File: src/rtl/button_pkg.sv
// Shared types for the button pulse scheduler: arbiter state encoding and id width helper.
package button_pkg;

    typedef enum logic [1:0] {
        ST_IDLE = 2'b00,
        ST_FIRE = 2'b01,
        ST_GAP  = 2'b10
    } arb_state_t;

    // Width of a button index; a single-bit minimum keeps N=1 corner builds legal.
    function automatic int id_width(input int n);
        return (n > 1) ? $clog2(n) : 1;
    endfunction

    localparam int IDW_DEFAULT = id_width(4);

endpackage

File: src/rtl/button_pulse_scheduler_if.sv
// Button-side bundle of the scheduler: raw levels in, pulse strobe and status out.
interface button_pulse_scheduler_if #(
    parameter int N = 4
);
    import button_pkg::*;

    localparam int IDW = id_width(N);

    logic [N-1:0]   btn;
    logic           pulse;
    logic [IDW-1:0] pulse_id;
    logic [N-1:0]   pending;
    logic           overflow;

    modport master (
        output btn,
        input  pulse,
        input  pulse_id,
        input  pending,
        input  overflow
    );

    modport slave (
        input  btn,
        output pulse,
        output pulse_id,
        output pending,
        output overflow
    );

endinterface

File: src/rtl/btn_debounce.sv
// One button: two-flop synchronizer, counter debounce and a registered rising-edge press strobe.
module btn_debounce #(
    parameter int DEB_CYCLES = 50000
) (
    input  logic clk,
    input  logic reset,
    input  logic raw,
    output logic press
);

    localparam int            CW       = $clog2(DEB_CYCLES + 1);
    localparam logic [CW-1:0] CNT_LAST = CW'(DEB_CYCLES - 1);

    logic          sync1_reg;
    logic          sync2_reg;
    logic          stable_reg;
    logic          stable_next;
    logic          stable_d_reg;
    logic          press_reg;
    logic [CW-1:0] cnt_reg;
    logic [CW-1:0] cnt_next;

    // The counter only runs while the synchronized level disagrees with the accepted one.
    always_comb begin
        stable_next = stable_reg;
        cnt_next    = cnt_reg;
        if (sync2_reg == stable_reg) begin
            cnt_next = '0;
        end else if (cnt_reg == CNT_LAST) begin
            stable_next = sync2_reg;
            cnt_next    = '0;
        end else begin
            cnt_next = cnt_reg + 1'b1;
        end
    end

    always_ff @(posedge clk or posedge reset) begin
        if (reset) begin
            sync1_reg    <= 1'b0;
            sync2_reg    <= 1'b0;
            stable_reg   <= 1'b0;
            stable_d_reg <= 1'b0;
            press_reg    <= 1'b0;
            cnt_reg      <= '0;
        end else begin
            sync1_reg    <= raw;
            sync2_reg    <= sync1_reg;
            stable_reg   <= stable_next;
            cnt_reg      <= cnt_next;
            stable_d_reg <= stable_reg;
            press_reg    <= stable_reg & ~stable_d_reg;
        end
    end

    assign press = press_reg;

endmodule

File: src/rtl/button_pulse_scheduler.sv
// Debounces N buttons, queues one press per button and serves them round-robin as
// single-cycle pulses separated by a fixed idle gap.
module button_pulse_scheduler
    import button_pkg::*;
#(
    parameter int N          = 4,
    parameter int DEB_CYCLES = 50000,
    parameter int GAP_CYCLES = 2
) (
    input  logic                       clk,
    input  logic                       reset,
    button_pulse_scheduler_if.slave    bus
);

    localparam int             IDW      = id_width(N);
    localparam int             GW       = (GAP_CYCLES > 1) ? $clog2(GAP_CYCLES) : 1;
    localparam logic [GW-1:0]  GAP_LOAD = (GAP_CYCLES > 0) ? GW'(GAP_CYCLES - 1) : '0;
    localparam logic [IDW-1:0] LAST_RST = IDW'(N - 1);

    arb_state_t     state_reg;
    arb_state_t     state_next;
    logic [N-1:0]   press;
    logic [N-1:0]   clear;
    logic [N-1:0]   drop;
    logic [N-1:0]   pending_reg;
    logic [N-1:0]   pending_next;
    logic           overflow_reg;
    logic           pulse_reg;
    logic [IDW-1:0] pulse_id_reg;
    logic [IDW-1:0] last_reg;
    logic [IDW-1:0] last_next;
    logic [GW-1:0]  gap_reg;
    logic [GW-1:0]  gap_next;
    logic [IDW-1:0] fire_id;
    logic [IDW-1:0] pick_id;
    logic [IDW-1:0] cand;
    logic           pick_found;

    genvar gi;
    generate
        for (gi = 0; gi < N; gi++) begin : g_btn
            btn_debounce #(
                .DEB_CYCLES(DEB_CYCLES)
            ) u_debounce (
                .clk  (clk),
                .reset(reset),
                .raw  (bus.btn[gi]),
                .press(press[gi])
            );

            // A fresh press beats the service clear, so a press in the FIRE cycle is kept.
            assign clear[gi]        = (state_reg == ST_FIRE) && (pulse_id_reg == IDW'(gi));
            assign drop[gi]         = press[gi] & pending_reg[gi] & ~clear[gi];
            assign pending_next[gi] = press[gi] | (pending_reg[gi] & ~clear[gi]);
        end
    endgenerate

    // Round-robin search starting just after the last served button, modulo N.
    always_comb begin
        pick_found = 1'b0;
        pick_id    = '0;
        cand       = '0;
        for (int k = 1; k <= N; k++) begin
            cand = IDW'((int'(last_reg) + k) % N);
            if (!pick_found && pending_reg[cand]) begin
                pick_found = 1'b1;
                pick_id    = cand;
            end
        end
    end

    always_comb begin
        state_next = state_reg;
        gap_next   = gap_reg;
        last_next  = last_reg;
        fire_id    = '0;
        case (state_reg)
            ST_IDLE: begin
                if (pick_found) begin
                    state_next = ST_FIRE;
                    fire_id    = pick_id;
                end
            end
            ST_FIRE: begin
                last_next = pulse_id_reg;
                if (GAP_CYCLES == 0) begin
                    state_next = ST_IDLE;
                end else begin
                    gap_next   = GAP_LOAD;
                    state_next = ST_GAP;
                end
            end
            ST_GAP: begin
                if (gap_reg == '0) begin
                    state_next = ST_IDLE;
                end else begin
                    gap_next = gap_reg - 1'b1;
                end
            end
            default: state_next = ST_IDLE;
        endcase
    end

    always_ff @(posedge clk or posedge reset) begin
        if (reset) begin
            state_reg    <= ST_IDLE;
            pending_reg  <= '0;
            overflow_reg <= 1'b0;
            pulse_reg    <= 1'b0;
            pulse_id_reg <= '0;
            last_reg     <= LAST_RST;
            gap_reg      <= '0;
        end else begin
            state_reg    <= state_next;
            pending_reg  <= pending_next;
            overflow_reg <= overflow_reg | (|drop);
            pulse_reg    <= (state_next == ST_FIRE);
            pulse_id_reg <= fire_id;
            last_reg     <= last_next;
            gap_reg      <= gap_next;
        end
    end

    assign bus.pulse    = pulse_reg;
    assign bus.pulse_id = pulse_id_reg;
    assign bus.pending  = pending_reg;
    assign bus.overflow = overflow_reg;

endmodule

File: src/flat_wrapper.sv
// flat-port wrapper written by rule: the top's interface ports become plain ports
module button_pulse_scheduler_flat import button_pkg::*;
#(
    parameter int N          = 4,
    parameter int DEB_CYCLES = 50000,
    parameter int GAP_CYCLES = 2
)
  (clk, reset, bus_btn, bus_pulse, bus_pulse_id, bus_pending, bus_overflow);
  button_pulse_scheduler_if #(.N(N)) bus_i ();
  input  logic clk;
  input  logic reset;
  input wire logic [$bits(bus_i.btn)-1:0] bus_btn;
  output wire logic [$bits(bus_i.pulse)-1:0] bus_pulse;
  output wire logic [$bits(bus_i.pulse_id)-1:0] bus_pulse_id;
  output wire logic [$bits(bus_i.pending)-1:0] bus_pending;
  output wire logic [$bits(bus_i.overflow)-1:0] bus_overflow;
  assign bus_i.btn = bus_btn;
  assign bus_pulse = bus_i.pulse;
  assign bus_pulse_id = bus_i.pulse_id;
  assign bus_pending = bus_i.pending;
  assign bus_overflow = bus_i.overflow;
  button_pulse_scheduler #(.N(N), .DEB_CYCLES(DEB_CYCLES), .GAP_CYCLES(GAP_CYCLES)) u_core (.clk(clk), .reset(reset), .bus(bus_i));
endmodule
File: config.mk
export PLATFORM = sky130hd
export DESIGN_NAME = button_pulse_scheduler_flat
export DESIGN_NICKNAME = d
export VERILOG_FILES = /design/src/rtl/button_pkg.sv /design/src/rtl/button_pulse_scheduler_if.sv /design/src/rtl/btn_debounce.sv /design/src/rtl/button_pulse_scheduler.sv /design/src/flat_wrapper.sv
export SDC_FILE = /design/constraint.sdc
export NUM_CORES = 1
export LEC_CHECK = 0
export ABC_AREA = 1
export BUFFER_PORTS_ARGS = -buffer_cell sky130_fd_sc_hd__buf_2
export CAP_MARGIN = 10
export CORE_MARGIN = 2
export CORE_UTILIZATION = 41
export CTS_BUF_LIST = sky130_fd_sc_hd__clkbuf_8 sky130_fd_sc_hd__clkbuf_16
export DETAILED_ROUTE_END_ITERATION = 10
export GPL_TIMING_DRIVEN = 0
export SLEW_MARGIN = 10
export SYNTH_ARGS = -nofsm -noshare
export SYNTH_HDL_FRONTEND = slang
export SYNTH_SLANG_ARGS = --single-unit
File: constraint.sdc
create_clock -name clk -period 4.35 [get_ports clk]
set_input_delay 0.2175 -clock clk [delete_from_list [all_inputs] [get_ports clk]]
set_output_delay 0.2175 -clock clk [all_outputs]
set_load 0.005 [all_outputs]
; ---- Yosys cells after proc, flatten, opt, wreduce, memory -nomap -nowiden
; Cells that the tools add are included.
; W data, S select, Z words.
[op_classes]
addsub = 9
mul = 0
n_div = 0
n_lt_le_gt_ge = 4
n_eq_ne = 14
shift = 0
n_mux = 31
n_bitwise = 33
n_reduce_logical = 18
[ops]
columns = op, n
row1 = $mux W16, 8
row2 = $add A16 B1 Y16 const B, 4
row3 = $eq A16 B16 Y1 const B, 4
row4 = $and A1 B1 Y1, 16
row5 = $mux W2, 8
row6 = $lt A2 B3 Y1 const B, 4
row7 = $not A1 Y1, 12
row8 = $mux W1, 9
row9 = $bmux W1 S2, 4
row10 = $reduce_and A2 Y1, 4
row11 = $logic_and A1 B1 Y1, 7
row12 = $eq A2 B1 Y1 const B, 3
row13 = $eq A2 B2 Y1 const B, 3
row14 = $pmux W2 S3, 1
row15 = $or A1 B1 Y1, 5
row16 = $add A2 B1 Y2 const B, 2
row17 = $add A2 B2 Y2 const B, 2
row18 = $eq A1 B1 Y1, 4
row19 = $logic_not A2 Y1, 2
row20 = $reduce_or A4 Y1, 1
row21 = $logic_not A1 Y1, 3
row22 = $pmux W1 S2, 1
row23 = $reduce_bool A2 Y1, 1
row24 = $sub A1 B1 Y1 const B, 1
[word_totals]
regBits = 97
latchBits = 0
ramBits = 0
romBits = 0
output_inout_bits = 8
n_memories = 0

; ---- Longest topological paths before layout
[logic_depth]
depth_word = 16
mapped_depth = 11

; ---- Cells and area by module
; From an unflattened synthesis, not the netlist that was laid out.
[hier_totals]
hier_cells = 618
area_unflattened_um2 = 5124.9
[modules_own_cells]
columns = mod, n_inst, cells_each, area_per_inst_um2, seq_area_each_um2
row1 = btn_debounce, 4, 127, 1066.0, 525.5
row2 = button_pulse_scheduler, 1, 110, 860.8, 327.8

; ---- Worst setup path after synthesis
; Ideal clock, no wire load.
[synth_path]
path_type = register -> register
from = reg u_core.g_btn[0].u_debounce.cnt_reg[0]
to = reg u_core.g_btn[0].u_debounce.cnt_reg[10]
t_arrival_ps = 1292
t_required_ps = 4226
path_slack_ps = 2935
path_stages_with_launch = 9
n_path_buf = 0
cell_sequence = dfrtp_1 -> ha_1 -> nand3_4 -> nor3_4 -> nand2_2 -> nor2_2 -> nand2_1 -> xor2_1 -> nor2_2
[synth_between]
elab_chain_cells = 3
elab_cells_between_ends = 4
[synth_rtl]
columns = element, line
row1 = start: declaration, btn_debounce.sv:20  ; logic [CW-1:0] cnt_reg;
row2 = start signal: assignment, btn_debounce.sv:49  ; cnt_reg <= cnt_next;
row3 = $add A16 B1 Y16 or $eq A16 B16 Y1 (tied branches), "btn_debounce.sv:33, btn_debounce.sv:29"
row4 = $mux W16 (*), btn_debounce.sv:29  ; end else if (cnt_reg == CNT_LAST) begin
row5 = $mux W16 (*), btn_debounce.sv:27  ; if (sync2_reg == stable_reg) begin
row6 = net u_core.g_btn[0].u_debounce.cnt_next[10], btn_debounce.sv:21  ; logic [CW-1:0] cnt_next;
; Mark *: on every way through the listed nets, which the timed path passes. The rest lies on a longest branch.
; A chain may end at the register's enable or synchronous reset.

; ---- Worst setup path after layout
[layout_path]
from = reg u_core.g_btn[2].u_debounce.cnt_reg[0]
to = reg u_core.g_btn[2].u_debounce.cnt_reg[10]
[layout_between]
elab_chain_cells = 3
elab_cells_between_ends = 4
[layout_rtl]
columns = element, line
row1 = start: declaration, btn_debounce.sv:20
row2 = start signal: assignment, btn_debounce.sv:49
row3 = $add A16 B1 Y16 or $eq A16 B16 Y1 (tied branches), "btn_debounce.sv:33, btn_debounce.sv:29"
row4 = $mux W16 (*), btn_debounce.sv:29
row5 = $mux W16 (*), btn_debounce.sv:27
row6 = net u_core.g_btn[2].u_debounce.cnt_next[10], btn_debounce.sv:21
; Marks and branches as above.

==> summary.txt <==
Die height: 112 um
Final antenna-violating net count: 0
Clock share of power: 0.447
Register area share after synthesis: 0.510
Initial Util: 0.419
Hpwl dp: 6120 um
Status: complete, no violations
Int Pwr: 1380 uW
Port Buffers: 13
Final Hold Vio Count: 0
Critical path buffers and inverters: 1
CP Max Fanout: 9
CTS tree: done
Yosys reg bits: 97
Multi-input gate area: 2010 um2
WP data arrival: 2.01 ns
# fillers: 1,083
Clock latency at the later pin of the worst-skew pair: 0.34 ns
Switching pwr: 391 uW
Synth Cell Area: 4770 um2
Fin Clk Skew: 0.00704 ns
Final instance area: 5370 um2
Syn Nets: 588
Total gr overflow: 0
Worst-margin pin slew: 0.738 ns
Max reg flops: 64
Max IR drop VDD: 0.231 mV
Critical path startpoint category: register
Slowest cell on the critical path: dfrtp_1
Inserted Clock Buffers: 9
CP Capture Type: register
Synth async-reset ratio: 1.00
List of most frequent post-synthesis cells: nand2_1, dfrtp_1, inv_1
Clock Tree Root: clkbuf_16
Synthesized instance count: 574
ANT cells: 0
Tmin final: 1.75 ns
Ranking of synthesized cells by area: dfrtp_1, nand2_1, inv_1
DIE WIDTH: 112 um
Gpl congestion: 0.864
Register Area: 2430 um2
R2r setup slk: 2.60 ns
Post-synth EDFFs: 0
First-pass GRT wire length: 15,300 um
Slowest cell delay on critical path: 0.39 ns
Max Slew Vio Count: 0
Total Wirelength: 8430 um
Leakage: 0.00251 uW
Seq pwr share: 0.522
Period utilization: 0.403
H-Tree Depth: 3
Synth top area share: 0.499
Via count: 3,631
Unrepaired setup endpoints after global routing: false
Die ar.: 12,500 um2
Area grow syn2layout: 12.7%
Post-layout nets: 617
Critical path class: reg -> reg
Library cells used by synthesis: 35
Max-slew headroom: 0.508
Placed Area: 5030 um2
Rows: 39
Layout Utilization: 0.472
Vias in the first global route: 3,565
Quantity of gates resized following cts: 0
Max_cap viols: 0
Final setup viols: 0
Type of the worst min-delay path: in -> async
Mapped Avg Cell Area: 8.30 um2
Clk slew on worst S/H paths: 0.07 ns
Setup_tns: 0 ns
Fmax: 570 MHz
All-Layer GR Usage: 0.149
Crit path max-delay family: simple AND/OR/NAND/NOR gates
Core area: 11,400 um2
First DRT Iteration DRCs: 223
Sinks on Clock Net: 97
Initial antenna violation count: 0
Layout cells sized above 1: 0.117
Clock Path Buffers: 2
Worst path required time: 4.60 ns
Largest net degree at the start of global routing: 60
Total power: 1770 uW
Yosys warnings: 0
Sw frac: 0.221
Top_reg_cell synth: dfrtp_1
Synth area leader: dfrtp_1
Combinational group share of total power: 0.031
IO Count: 14
WL per Instance: 11.2 um
Drt drc: 0
Pre-antenna DRT Iters: 5
Cell with the most instances after synthesis: nand2_1
Worst path cell trace: ha_1, nand3_1, nor3_1, nor2_2, inv_1, nor3b_1
Pwr dens: 329 nW/um2
Vias per cell: 4.83
[cells by family after synthesis]
kind of cell | Yosys count | share of synthesized area
DFF | 97 | 0.510
and+or+nand+nor | 300 | 0.290
buffers and inverters | 86 | 0.0677
muxes | 2 | 0.00473
AOI/OAI and AO/OA | 60 | 0.0677
adders and majority gates | 8 | 0.0210
xor gates and xnor gates | 21 | 0.0386
[cell type report]
type	count	share of cell area
multi-input combinational	391	0.375
clock inverter	7	0.0133
sequential	97	0.453
timing repair buffer	18	0.0233
clock buffer	9	0.0419
tap	143	0.0333
inverter	86	0.0606
[metrics by stage]
step	cells	setup slack, ns	hold slack [ns]
detailed placement	731	2.56	0.327
floorplan	574	1.60	0.249
CTS	751	2.58	0.0384
global route	751	2.38	0.101
global placement	730	0.384	0.327
finish	751	2.60	0.00718
[layout by cell type, fill, tap and decap left out, drive strengths merged, types with 2 or more instances in the layout]
cell         instances
dfstp                2
clkbuf               9
nor3b                3
a31oi                4
inv                 88
mux2                 2
xor2                15
buf                 14
o21ai               22
clkinvlp             2
nand2              133
ha                   8
nor3                30
nand3               25
or2                  2
xnor2                6
a21oi               30
and3                 3
nor2                85
nand4               12
clkinv               2
dfrtp               95
dlygate4sd3          4
nor4                 7
[power groups by stage]
stage | clock network, uW | logic, uW | registers [uW]
final | 790 | 54.8 | 923
after global routing | 854 | 67.0 | 924
after CTS | 818 | 57.9 | 923
after detailed placement | 0 | 55.0 | 940
after global placement | 0 | 51.5 | 940
after floorplan | 0 | 38.4 | 938
[routing by layer]
layer	GRT usage	wire (um)	up-vias
met3	0.0278	191	13
met1	0.194	4320	1681
met4	0.0840	193	0
li1	-	-	1898
met5	0	0	-
met2	0.236	3730	39
[worst reg2reg max path: stages, from the launching register on]
cell and delay (ns):
dfrtp_1 0.39, ha_1 0.23, nand3_1 0.17, nor3_1 0.12, nor2_2 0.30, inv_1 0.21
nor3b_1 0.25
[worst paths after layout]
path	cells past startpoint	start	endpoint
setup / recovery	6	u_core.g_btn[2].u_debounce.cnt_reg[0]$_DFF_PP0_	u_core.g_btn[2].u_debounce.cnt_reg[10]$_DFF_PP0_
hold / removal	2	reset	u_core.bus.pending[2]$_DFF_PP0_
setup reg to reg	6	u_core.g_btn[2].u_debounce.cnt_reg[0]$_DFF_PP0_	u_core.g_btn[2].u_debounce.cnt_reg[10]$_DFF_PP0_
hold reg to reg	0	u_core.g_btn[2].u_debounce.sync1_reg$_DFF_PP0_	u_core.g_btn[2].u_debounce.sync2_reg$_DFF_PP0_
max in group asynchronous	3	reset	u_core.g_btn[1].u_debounce.cnt_reg[2]$_DFF_PP0_
min in group clk	0	u_core.g_btn[2].u_debounce.sync1_reg$_DFF_PP0_	u_core.g_btn[2].u_debounce.sync2_reg$_DFF_PP0_
[repair_timing]
item | CTS | global route
setup buffers | 0 | 0
hold endpoints to repair | 4 | 0
hold buffers | 4 | 0
Note: power is estimated with default switching activity, not from simulation.
